[src/rtl/fir_out_decimator_if.sv]
// fir_out_decimator_if: valid/ready output stream of the FIR decimator
//   m_data  : head-of-FIFO sample
//   m_valid : m_data is valid
//   m_ready : consumer accepts m_data this cycle
interface fir_out_decimator_if #(
    parameter int OUT_W = 8
);
    logic [OUT_W-1:0] m_data;
    logic             m_valid;
    logic             m_ready;
    modport master (output m_data, m_valid, input m_ready);
    modport slave  (input m_data, m_valid, output m_ready);
endinterface

[src/rtl/fir_out_decimator.sv]
// fir_out_decimator: decimate, round, scale and saturate FIR samples into a FWFT FIFO
//   clk, rst : clock and synchronous active-high reset
//   en       : y_in is valid this cycle
//   y_in     : unsigned FIR sample
//   m        : output stream (m_data, m_valid, m_ready)
//   count    : FIFO occupancy, 0..DEPTH
//   overflow : sticky, set when a kept sample is dropped
//   clr_ovf  : clears overflow; a same-cycle drop wins
module fir_out_decimator #(
    parameter int IN_W  = 16,
    parameter int OUT_W = 8,
    parameter int SHIFT = 4,
    parameter int DECIM = 2,
    parameter int DEPTH = 4
) (
    input  logic                     clk,
    input  logic                     rst,
    input  logic                     en,
    input  logic [IN_W-1:0]          y_in,
    fir_out_decimator_if.master      m,
    output logic [$clog2(DEPTH):0]   count,
    output logic                     overflow,
    input  logic                     clr_ovf
);
    localparam int AW = $clog2(DEPTH);
    localparam int CW = AW + 1;
    localparam int PW = DECIM > 1 ? $clog2(DECIM) : 1;

    logic [PW-1:0]    phase;
    logic [IN_W:0]    r;
    logic [OUT_W-1:0] s;
    logic [OUT_W-1:0] kept_q;
    logic             kept_v;
    logic [OUT_W-1:0] mem [DEPTH];
    logic [AW-1:0]    wp, rp;
    logic             pop, full, push, drop;

    // One extra bit so the rounding add cannot wrap at full scale
    if (SHIFT == 0) begin : g_ns
        assign r = {1'b0, y_in};
    end else begin : g_sh
        assign r = ({1'b0, y_in} + ((IN_W+1)'(1) << (SHIFT-1))) >> SHIFT;
    end

    assign s        = (r > (IN_W+1)'({OUT_W{1'b1}})) ? '1 : r[OUT_W-1:0];
    assign full     = count == CW'(DEPTH);
    assign pop      = m.m_valid && m.m_ready;
    // A pop frees the slot, so a full FIFO still accepts a write that cycle
    assign push     = kept_v && (!full || pop);
    assign drop     = kept_v && full && !pop;
    assign m.m_valid = count != '0;
    assign m.m_data  = m.m_valid ? mem[rp] : '0;

    always_ff @(posedge clk) begin
        if (rst) begin
            phase    <= '0;
            kept_v   <= 1'b0;
            kept_q   <= '0;
            wp       <= '0;
            rp       <= '0;
            count    <= '0;
            overflow <= 1'b0;
        end else begin
            if (en)
                phase <= (phase == PW'(DECIM-1)) ? '0 : phase + 1'b1;
            kept_v <= en && phase == '0;
            kept_q <= s;
            if (push) begin
                mem[wp] <= kept_q;
                wp      <= wp + 1'b1;
            end
            if (pop)
                rp <= rp + 1'b1;
            if (push && !pop)
                count <= count + 1'b1;
            else if (pop && !push)
                count <= count - 1'b1;
            overflow <= drop ? 1'b1 : clr_ovf ? 1'b0 : overflow;
        end
    end
endmodule

[src/flat_wrapper.sv]
// flat-port wrapper written by rule: the top's interface ports become plain ports
module fir_out_decimator_flat 
#(
    parameter int IN_W  = 16,
    parameter int OUT_W = 8,
    parameter int SHIFT = 4,
    parameter int DECIM = 2,
    parameter int DEPTH = 4
)
  (clk, rst, en, y_in, count, overflow, clr_ovf, m_m_data, m_m_valid, m_m_ready);
  fir_out_decimator_if #(.OUT_W(OUT_W)) m_i ();
  input  logic clk;
  input  logic rst;
  input  logic en;
  input  logic [IN_W-1:0] y_in;
  output logic [$clog2(DEPTH):0] count;
  output logic overflow;
  input  logic clr_ovf;
  output wire logic [$bits(m_i.m_data)-1:0] m_m_data;
  output wire logic [$bits(m_i.m_valid)-1:0] m_m_valid;
  input wire logic [$bits(m_i.m_ready)-1:0] m_m_ready;
  assign m_m_data = m_i.m_data;
  assign m_m_valid = m_i.m_valid;
  assign m_i.m_ready = m_m_ready;
  fir_out_decimator #(.IN_W(IN_W), .OUT_W(OUT_W), .SHIFT(SHIFT), .DECIM(DECIM), .DEPTH(DEPTH)) u_core (.clk(clk), .rst(rst), .en(en), .y_in(y_in), .m(m_i), .count(count), .overflow(overflow), .clr_ovf(clr_ovf));
endmodule
[config.mk]
export PLATFORM = sky130hd
export DESIGN_NAME = fir_out_decimator_flat
export DESIGN_NICKNAME = d
export VERILOG_FILES = /design/src/rtl/fir_out_decimator_if.sv /design/src/rtl/fir_out_decimator.sv /design/src/flat_wrapper.sv
export SDC_FILE = /design/constraint.sdc
export NUM_CORES = 1
export LEC_CHECK = 0
export ABC_AREA = 0
export BUFFER_PORTS_ARGS = -buffer_cell sky130_fd_sc_hd__buf_2
export CELL_PAD_IN_SITES_DETAIL_PLACEMENT = 0
export CELL_PAD_IN_SITES_GLOBAL_PLACEMENT = 2
export CORE_MARGIN = 2
export CORE_UTILIZATION = 38
export CTS_CLUSTER_DIAMETER = 200
export DETAILED_ROUTE_END_ITERATION = 16
export PLACE_DENSITY_LB_ADDON = 0.08
export SETUP_SLACK_MARGIN = 0.5
export SLEW_MARGIN = 40
export SYNTH_ARGS = -nofsm -noshare
export SYNTH_HDL_FRONTEND = slang
export SYNTH_SLANG_ARGS = --single-unit
[constraint.sdc]
create_clock -name clk -period 2.2 [get_ports clk]
set_input_delay 0.22 -clock clk [delete_from_list [all_inputs] [get_ports clk]]
set_output_delay 0.22 -clock clk [all_outputs]
set_load 0.005 [all_outputs]
---- Word level (Yosys, flattened, before mapping) ----
Memory sizes are Yosys's and may differ from the RTL's. A register that Yosys moved wholly into a read port is not among the register bits.
Index checks and enable logic that the tools add are counted.
operators by class
  bitwise gates (word level) .............. 1
  muxes and demuxes ....................... 12
  reductions and logical operators ........ 14
  $add $sub $neg .......................... 6
  $lt $le $gt $ge ......................... 1
  equality and inequality tests ........... 1
operator list
  kind                   number
  $add 16x4->17 const B  1
  $mux 8                 2
  $gt 13x8->1 const B    1
  $logic_and 1x1->1      7
  $mux 1                 6
  $mux 3                 2
  $add 2x1->2 const B    2
  $mux 2                 2
  $reduce_bool 2->1      2
  $add 3x1->3 const B    1
  $eq 3x3->1 const B     1
  $logic_not 1->1        3
  $reduce_bool 3->1      1
  $sub 3x1->3 const B    1
  $add 1x1->1 const B    1
  $logic_or 1x1->1       1
  $not 1->1              1
storage, ports and cells
  bits in registers ....................... 18
  input port bits ......................... 21
  output and inout port bits .............. 13
  memories kept ........................... 1
  RAM bits ................................ 32
memory list
  name        words  width  rd ports  clocked after memory_dff  write ports  RTL line                 source
  u_core.mem  4      8      1         1                         1            fir_out_decimator.sv:34  logic [OUT_W-1:0] mem [DEPTH];

---- Longest topological paths before layout ----
Gate-level depths: netlist of run 1.
  word-level depth ........................ 8
  depth in mapped cells ................... 9
  depth with buffers taken out ............ 9

---- Worst setup path before layout of run 1 ----
Ideal clock, no wire load.
  path type ............................... flip-flop to flip-flop
  from .................................... reg u_core.count[0]
  to ...................................... reg u_core.count[2]
  slack ................................... 157 ps
  stages on the path, launching flop included .. 9
  library setup time ...................... 70 ps
  required time ........................... 2130 ps
  data arrival time ....................... 1972 ps
  cell sequence ........................... dfxtp_1 or3_1 nand2_1 ha_1 inv_1 fa_1 xor2_1 or3_1 a21oi_1
between the ends
  longest elaborated chain between the ends .. 7
  elaborated cells on any way between the ends .. 15
  those cells by class .................... 2 x add/sub; 1 x eq/ne; 2 x mux; 10 x reduce/logical
ends and longest elaborated chain
  element                                              RTL line                 source
  start: declaration                                   fir_out_decimator.sv:21  output logic [$clog2(DEPTH):0] count,
  start signal: assignment                             fir_out_decimator.sv:75  count <= count + 1'b1;
  start signal: assignment                             fir_out_decimator.sv:77  count <= count - 1'b1;
  branches (longest 7 deep; another with $sub 3x1->3)  --
Several ways; the timed one is not identified. The select of a mux whose other input is x is not followed.
A chain may end at the register's enable or synchronous reset.

---- Worst setup path in the final report of run 1 ----
Ends and elaborated chain as after synthesis.

==> impl_metrics.env, run 1 <==
export IMPL_vias=1239
export IMPL_leakage_nw=0.995
export IMPL_via_per_inst=4.68
export IMPL_synth_common_cells="32 x edfxtp_1, 20 x dfxtp_1, 12 x and2_1, 12 x nor2_1, 9 x a21oi_1"
export IMPL_crit_chain="or3_4 > nand2_4 > ha_4 > inv_2 > fa_2 > xor2_1 > or3_1 > a21oi_1"
export IMPL_synth_xor_area_frac=0.0451
export IMPL_cts_buffer_depth=2
export IMPL_power_density_mw_per_mm2=949
export IMPL_synth_compound_area_frac=0.0328
export IMPL_grt_pass1_wl_mm=5.98
export IMPL_synthCells=151
export IMPL_crit_type="reg2reg"
export IMPL_cts_root_buf="clkbuf_8"
export IMPL_cts_max_level=2
export IMPL_grt_ovfl_total=0
export IMPL_crit_family="simple AND/OR/NAND/NOR gates"
export IMPL_synth_area_per_cell_um2=14.2
export IMPL_synthMuxAreaShare=0.104
export IMPL_crit_path_end_kind="register"
export IMPL_fmax_ghz=0.501
export IMPL_yosys_area_top_type_share=0.450
export IMPL_yosys_top_cells_area="edfxtp_1 45%, dfxtp_1 19%, mux4_2 8.4%"
export IMPL_port_buffers=30
export IMPL_synth_top_family_by_area="simple AND/OR/NAND/NOR gates"
export IMPL_yosysTopAreaCell="edfxtp_1"
export IMPL_relSlewSlack=0.712
export IMPL_synth_top_flop_cell="edfxtp_1"
export IMPL_grt_pass1_vias=1254
export IMPL_core_area_mm2=0.00547
export IMPL_synth_fa_ha_area_frac=0.0445
export IMPL_finClkSkew_ps=9.60
export IMPL_total_power_mw=2.49
export IMPL_hold_viol_final=0
export IMPL_die_area_mm2=0.00624
export IMPL_setup_tns_ps=0
export IMPL_crit_required_ps=2430
export IMPL_ys_ff_latch=52
export IMPL_arrival_ps=2230
export IMPL_yosys_warnings=0
export IMPL_rows=27
export IMPL_grt_max_degree=21
export IMPL_dieWidth_um=79.0
export IMPL_cp_max_fo=4
export IMPL_cts_tree="built"
export IMPL_wl_mm=3.59
export IMPL_ys_seq_area_frac=0.637
export IMPL_track_usage=0.127
export IMPL_cpMaxStageDelayCell="or3_4"
export IMPL_yosysMostFrequentCell="edfxtp_1"
export IMPL_clk_pin_slew_ps=90
export IMPL_period_share=0.907
export IMPL_finalCriticalPeriod_ps=1990
export IMPL_synthSimpleGateAreaFrac=0.115
export IMPL_die_h_um=79.0
export IMPL_maxCapViolCount=0
export IMPL_final_max_slew_viol_count=0
export IMPL_finalSetupViolations=0
export IMPL_synth_edf_count=32
export IMPL_start_kind="register"
export IMPL_layout_drive_gt1_share=0.415
export IMPL_synth_nets=179
export IMPL_drt_antenna_violating_nets=0
export IMPL_cp_slowest_stage_delay_ps=400
export IMPL_syn_area_mm2=0.00214
export IMPL_diodes=0
export IMPL_hpwl_mm=2.55
export IMPL_status="finished, final reports clean"
export IMPL_clock_sinks=52
export IMPL_hp_class="in2reg"
export IMPL_cts_buffers=5
export IMPL_routabilityCongestion=0.728
export IMPL_drtPass1Iterations=4
export IMPL_avgRoutedWirePerCell_um=13.6
export IMPL_worst_pin_slew_ps=432
export IMPL_worstSkewPairLatency_ps=300
export IMPL_drc=0
export IMPL_area_growth_synth_to_final_pct=22.6
export IMPL_yosysUniqueCellTypes=31
export IMPL_ir_drop_v=0.000385
export IMPL_synthArstFlopShare=0
export IMPL_antenna_found_initial=0
export IMPL_first_iter_violations=37
export IMPL_initial_utilization=0.390
export IMPL_crit_buf_inv=1
export IMPL_rsz0062_at_grt="yes"
export IMPL_io_pins=34
export IMPL_fin_nets=220
registers in the layout, summed over array words and instances (netlist names), named ones only:
register,cells
u_core.kept_q,8
u_core.phase,1
u_core.rp,2
u_core.mem,32
u_core.kept_v,1
u_core.wp,2
u_core.count,3
u_core.overflow,1
worst min-delay path, cell delays in order:
cell	delay, ps
buf_2	90
xnor2_1	50
nor2_1	80
metal layers:
metal	global-route usage	routed length, µm
met5	0	0
met1	0.158	1550
met3	0.0307	144
met2	0.218	1860
met4	0.0414	37
power breakdown:
part	leakage, nW	internal [mW]	switching (mW)
clock network	0.0457	0.227	0.298
logic	0.492	0.475	0.308
registers	0.457	1.11	0.0668
total	0.995	1.81	0.673
worst paths after layout:
check / startpoint / endpoint / slack (ps) / cells past startpoint
worst min register to register: u_core.phase$_SDFFE_PP0P_ / u_core.kept_v$_SDFF_PP0_ / 450 / 1
worst max register to register: u_core.count[0]$_SDFFE_PP0P_ / u_core.count[2]$_SDFFE_PP0P_ / 210 / 8
worst min-delay path: en / u_core.phase$_SDFFE_PP0P_ / 180 / 3
worst max-delay path: u_core.count[0]$_SDFFE_PP0P_ / u_core.count[2]$_SDFFE_PP0P_ / 210 / 8
per-stage QoR:
| stage | hold WS, ps | cells | cell area, µm² | util | worst slack [ps] |
|---|---|---|---|---|---|
| 6_report | 176 | 265 | 2620 | 0.479 | 205 |
| 3_3_place_gp | 427 | 250 | 2390 | 0.436 | 119 |
| 3_5_place_dp | 432 | 250 | 2390 | 0.436 | 43.9 |
| 5_1_grt | 193 | 265 | 2620 | 0.479 | 124 |
| 4_1_cts | 173 | 265 | 2600 | 0.475 | 196 |
| 2_1_floorplan | 357 | 151 | 2150 | - | 214 |
layout by cell type, fill, tap and decap left out, types with 5 or more instances in the layout:
master	n
a21oi_1	9
and2_4	9
buf_2	28
buf_4	8
clkbuf_8	5
dfxtp_1	16
edfxtp_1	32
ha_1	5
inv_1	5
mux4_2	8
nand3_1	5
nor2_1	12
xnor2_1	6
xor2_1	5
what timing repair did:
action	in CTS	in global routing
hold buffers	0	0
pin swaps	10	0
setup buffers	7	0
hold endpoints to repair	0	0
setup endpoints to repair	43	26
gates resized for setup	21	9
kinds of logic (layout without fill, tap and decap cells):
family          Yosys count  after routing
flops                    52             52
xor+xnor                 11             11
simple gates             45             45
compound gates           13             13
fa+ha+maj                 7              7
buf+inv                  12             54
mux                      11             11
area by class of cell:
cell class / count / area (µm²)
fill: 522 / 2850
sequential: 52 / 1370
multi-input combinational: 87 / 802
timing repair buffer: 39 / 243
tap: 72 / 90.1
clock buffer: 6 / 72.6
inverter: 7 / 26.3
clock inverter: 2 / 15.0
Note: power is estimated with default switching activity, not from simulation.
==> inputs of run 2 (changes only) <==
==> constraint.sdc (replaced) <==
create_clock -name clk -period 2.2 [get_ports clk]
set_input_delay 0.44 -clock clk [delete_from_list [all_inputs] [get_ports clk]]
set_output_delay 0.44 -clock clk [all_outputs]
set_load 0.005 [all_outputs]
==> run 2 against run 1 <==
  * Hold slack improved by 220 ps
  * Final cell count down 0.75%
  * Maximum frequency fell by 0.42%
  * Sequential cell count unchanged
  * Global-route usage is 0.25 points higher
  * Worst setup slack worse by 8.5 ps
  * Wire length rose by 1.3%
==> impl_metrics.env, run 2 (synthesis gave the netlist of run 1 again) <==
export IMPL_layout_drive_gt1_share=0.414
export IMPL_preCtsSetupSlack_ps=85.6
export IMPL_avgRoutedWirePerCell_um=13.8
export IMPL_grt_ovfl_total=0
export IMPL_p_int_mw=2.04
export IMPL_die_h_um=79.0
export IMPL_worst_slack_ps=197
export IMPL_finalSetupViolations=0
export IMPL_cp_slowest_stage_delay_ps=420
export IMPL_grt_pass1_wl_mm=6.04
export IMPL_cts_max_level=2
export IMPL_cts_hold_buf=0
export IMPL_via_per_inst=4.76
export IMPL_ir_drop_v=0.000517
export IMPL_core_area_mm2=0.00547
export IMPL_cpMaxStageDelayCell="or3_4"
export IMPL_place_area_mm2=0.00241
export IMPL_power_density_mw_per_mm2=1020
export IMPL_p_comb_frac=0.316
export IMPL_regMostFlops="u_core.mem"
export IMPL_hp_class="in2reg"
export IMPL_crit_required_ps=2440
export IMPL_clk_pin_slew_ps=90
export IMPL_grt_pass1_vias=1241
export IMPL_fmax_ghz=0.499
export IMPL_setup_tns_ps=0
export IMPL_post_place_cells=250
export IMPL_antenna_found_initial=0
export IMPL_final_max_slew_viol_count=0
export IMPL_die_area_mm2=0.00624
export IMPL_cts_buffer_depth=2
export IMPL_total_power_mw=2.73
export IMPL_final_area_mm2=0.00266
export IMPL_drc=0
export IMPL_power_switching_mw=0.691
export IMPL_first_iter_violations=70
export IMPL_relSlewSlack=0.736
export IMPL_power_frac_clock=0.255
export IMPL_initial_utilization=0.390
export IMPL_reg_top3="u_core.mem (32), u_core.kept_q (8), u_core.count (3)"
export IMPL_leakage_nw=1.01
export IMPL_cts_tree="built"
export IMPL_crit_path_end_kind="register"
export IMPL_final_util=0.486
export IMPL_finalCriticalPeriod_ps=2000
export IMPL_dieWidth_um=79.0
export IMPL_crit_chain="or3_4 > nand2_4 > ha_4 > inv_2 > fa_2 > xor2_1 > or3_1 > a21oi_1"
export IMPL_clock_sinks=52
export IMPL_maxCapViolCount=0
export IMPL_rows=27
export IMPL_wl_mm=3.64
export IMPL_port_buffers=30
export IMPL_cts_buffers=5
export IMPL_holdWs_ps=395
export IMPL_status="finished, final reports clean"
export IMPL_final_cell_mix="32 x edfxtp_1, 27 x buf_2, 17 x dfxtp_1"
export IMPL_worst_pin_slew_ps=395
export IMPL_start_kind="register"
export IMPL_fin_nets=219
export IMPL_final_common_cell="edfxtp_1"
export IMPL_drtPass1Iterations=4
export IMPL_layoutNonFillerInstCount=263
export IMPL_largest_reg_flops=32
export IMPL_grt_max_degree=21
export IMPL_drt_antenna_violating_nets=0
export IMPL_hold_viol_final=0
export IMPL_finClkSkew_ps=8.94
export IMPL_arrival_ps=2240
export IMPL_period_share=0.910
export IMPL_routabilityCongestion=0.725
export IMPL_cp_max_fo=3
export IMPL_track_usage=0.129
export IMPL_diodes=0
export IMPL_worstSkewPairLatency_ps=300
export IMPL_cts_root_buf="clkbuf_8"
export IMPL_crit_type="reg2reg"
export IMPL_netSwitchingFraction=0.253
export IMPL_vias=1251
export IMPL_hpwl_mm=2.54
export IMPL_rsz0062_at_grt="yes"
export IMPL_seqPwrFrac=0.429
export IMPL_area_growth_synth_to_final_pct=24.5
export IMPL_io_pins=34
run 2: cell type report:
cell class	count	area, µm²
Inverter	7	26.3
Fill cell	501	2810
Timing Repair Buffer	38	249
Tap cell	72	90.1
Clock inverter	1	30.0
Sequential cell	52	1370
Clock buffer	6	93.8
Multi-Input combinational cell	87	805
run 2: critical path, delay by kind of cell (launching register included):
kind,cells,cell delay (ps)
AO/OA/AOI/OAI,1,120
XOR/XNOR,1,150
AND/OR/NAND/NOR,3,820
adder cells (fa/ha/maj),2,460
flip-flops,1,350
buffers and inverters,1,30
run 2: power groups by stage:
stage | clock network [mW] | registers [mW] | logic [mW]
after floorplan | 0 | 1.18 | 0.407
after global placement | 0 | 1.19 | 0.594
after detailed placement | 0 | 1.20 | 0.614
after CTS | 0.710 | 1.17 | 0.808
after global routing | 0.752 | 1.18 | 0.938
final | 0.696 | 1.17 | 0.860
run 2: path summary, 6_finish.rpt:
kind / endpoint / start / slack (ps) / cells after the start
setup / recovery: u_core.count[2]$_SDFFE_PP0P_ / u_core.count[0]$_SDFFE_PP0P_ / 200 / 8
setup reg to reg: u_core.count[2]$_SDFFE_PP0P_ / u_core.count[0]$_SDFFE_PP0P_ / 200 / 8
hold / removal: u_core.phase$_SDFFE_PP0P_ / en / 390 / 3
hold reg to reg: u_core.kept_v$_SDFF_PP0_ / u_core.phase$_SDFFE_PP0P_ / 450 / 1
run 2: metal layers:
layer / track usage / routed length [µm] / vias up
li1: - / - / 620
met1: 0.159 / 1620 / 596
met2: 0.219 / 1830 / 29
met3: 0.0375 / 146 / 6
met4: 0.0414 / 46 / 0
met5: 0 / 0 / -
run 2: repair_timing:
item                       in CTS  in global routing
buffers inserted                5                  0
pin swaps                       8                  1
gates cloned                    1                  0
setup endpoints to repair      11                 43
resized for setup              13                 15
==> inputs of run 3 (changes only) <==
--- a/config.mk
+++ b/config.mk
@@ -9,12 +9,12 @@
 export BUFFER_PORTS_ARGS = -buffer_cell sky130_fd_sc_hd__buf_2
 export CELL_PAD_IN_SITES_DETAIL_PLACEMENT = 0
 export CELL_PAD_IN_SITES_GLOBAL_PLACEMENT = 2
-export CORE_MARGIN = 2
 export CORE_UTILIZATION = 38
 export CTS_CLUSTER_DIAMETER = 200
 export DETAILED_ROUTE_END_ITERATION = 16
-export PLACE_DENSITY_LB_ADDON = 0.08
+export PLACE_DENSITY_LB_ADDON = 0.2
 export SETUP_SLACK_MARGIN = 0.5
+export SKIP_CTS_REPAIR_TIMING = 1
 export SLEW_MARGIN = 40
 export SYNTH_ARGS = -nofsm -noshare
 export SYNTH_HDL_FRONTEND = slang
==> run 3 against run 2 <==
  * Via count is 2.7% lower
  * Sequential cell count unchanged
  * Non-clock buffer count down 2
  * Combinational power shrank 15%
  * Clock skew down 4.7 ps
  * Clock power down 10%
  * Maximum frequency rose by 0.66%
  * Hold slack improved by 3.9 ps
  * Critical path type is now reg2out
  * Largest power group unchanged
==> impl_metrics.env, run 3 (synthesis gave the netlist of run 1 again) <==
export IMPL_power_frac_clock=0.246
export IMPL_crit_path_end_kind="output port"
export IMPL_rr_worst_depth=8
export IMPL_cpMaxStageDelayCell="mux4_2"
export IMPL_die_area_mm2=0.00593
export IMPL_power_switching_mw=0.653
export IMPL_cts_buffer_depth=2
export IMPL_arrival_ps=1550
export IMPL_hold_depth=3
export IMPL_layout_drive_gt1_share=0.400
export IMPL_cp_max_fo=8
export IMPL_avgRoutedWirePerCell_um=13.1
export IMPL_finalCriticalPeriod_ps=1990
export IMPL_final_cell_mix="32 x edfxtp_1, 27 x buf_2, 16 x dfxtp_1"
export IMPL_regMostFlops="u_core.mem"
export IMPL_die_h_um=77.0
export IMPL_ir_drop_v=0.000391
export IMPL_hold_viol_final=0
export IMPL_largest_reg_flops=32
export IMPL_wl_mm=3.40
export IMPL_crit_required_ps=1760
export IMPL_leakage_nw=0.987
export IMPL_total_power_mw=2.54
export IMPL_track_usage=0.126
export IMPL_clock_sinks=52
export IMPL_relSlewSlack=0.735
export IMPL_drtPass1Iterations=4
export IMPL_worst_pin_slew_ps=397
export IMPL_seqPwrFrac=0.466
export IMPL_routabilityCongestion=0.710
export IMPL_final_common_cell="edfxtp_1"
export IMPL_netSwitchingFraction=0.257
export IMPL_period_share=0.904
export IMPL_reg_top3="u_core.mem (32), u_core.kept_q (8), u_core.count (3)"
export IMPL_hp_class="in2reg"
export IMPL_dieWidth_um=77.0
export IMPL_fmax_ghz=0.503
export IMPL_initial_utilization=0.406
export IMPL_status="finished, final reports clean"
export IMPL_io_pins=34
export IMPL_reg2reg_slack_ps=210
export IMPL_fin_nets=217
export IMPL_antenna_found_initial=0
export IMPL_finClkSkew_ps=4.21
export IMPL_start_kind="register"
export IMPL_vias=1217
export IMPL_drt_antenna_violating_nets=0
export IMPL_setup_tns_ps=0
export IMPL_cts_buffers=5
export IMPL_finalSetupViolations=0
export IMPL_crit_type="reg2out"
export IMPL_rows=26
export IMPL_p_comb_frac=0.288
export IMPL_grt_pass1_wl_mm=5.66
export IMPL_core_area_mm2=0.00527
export IMPL_hpwl_mm=2.46
export IMPL_diodes=0
export IMPL_grt_ovfl_total=0
export IMPL_cts_tree="built"
export IMPL_final_max_slew_viol_count=0
export IMPL_port_buffers=30
export IMPL_via_per_inst=4.68
export IMPL_maxCapViolCount=0
export IMPL_grt_pass1_vias=1183
export IMPL_power_density_mw_per_mm2=972
export IMPL_area_growth_synth_to_final_pct=22.3
export IMPL_cts_root_buf="clkbuf_8"
export IMPL_cts_max_level=2
export IMPL_first_iter_violations=59
export IMPL_crit_chain="buf_12 > mux4_2 > and2_4 > buf_6"
export IMPL_rsz0062_at_grt="yes"
export IMPL_layoutNonFillerInstCount=260
export IMPL_grt_max_degree=21
export IMPL_p_int_mw=1.89
export IMPL_post_place_cells=248
export IMPL_cp_slowest_stage_delay_ps=510
export IMPL_clk_pin_slew_ps=90
export IMPL_drc=0
export IMPL_worstSkewPairLatency_ps=290
[run 3: path summary, 6_finish.rpt]
check | to | start
min reg2reg | u_core.kept_v$_SDFF_PP0_ | u_core.phase$_SDFFE_PP0P_
max | m_m_data[0] | register
max reg2reg | u_core.count[2]$_SDFFE_PP0P_ | u_core.count[0]$_SDFFE_PP0P_
min | u_core.phase$_SDFFE_PP0P_ | en
[run 3: per-stage QoR]
stage / util / setup slack (ps) / hold slack [ps] / cell area, µm²
final: 0.496 / 210 / 399 / 2610
after global routing: 0.496 / 135 / 409 / 2610
after CTS: 0.478 / 89.4 / 391 / 2520
after detailed placement: 0.458 / 82.2 / 438 / 2410
after global placement: 0.458 / 141 / 426 / 2410
after floorplan: - / 229 / 420 / 2180
[run 3: cell type report]
type | instances | area (µm²)
fill | 474 | 2660
sequential | 52 | 1370
multi-input combinational | 87 | 792
timing repair buffer | 36 | 226
tap | 70 | 87.6
clock buffer | 5 | 68.8
clock inverter | 3 | 41.3
inverter | 7 | 28.8
[run 3: worst max-delay path, delay by kind of cell, from the launching register on]
| family | cells | cell delay [ps] |
|---|---|---|
| buf+inv | 2 | 230 |
| simple gates | 1 | 150 |
| flops | 1 | 350 |
| mux | 1 | 510 |
[run 3: power groups by stage]
stage / clock (mW) / combinational [mW] / sequential [mW]
floorplan: 0 / 0.407 / 1.18
global placement: 0 / 0.594 / 1.19
detailed placement: 0 / 0.615 / 1.20
CTS: 0.649 / 0.617 / 1.18
global route: 0.687 / 0.810 / 1.20
finish: 0.626 / 0.732 / 1.18
[run 3: layer usage]
metal	track usage	part of all wire	wire, µm
met3	0.0321	0.040	136
met2	0.211	0.48	1630
met5	0	0	0
met4	0.0509	0.019	63
met1	0.154	0.46	1570
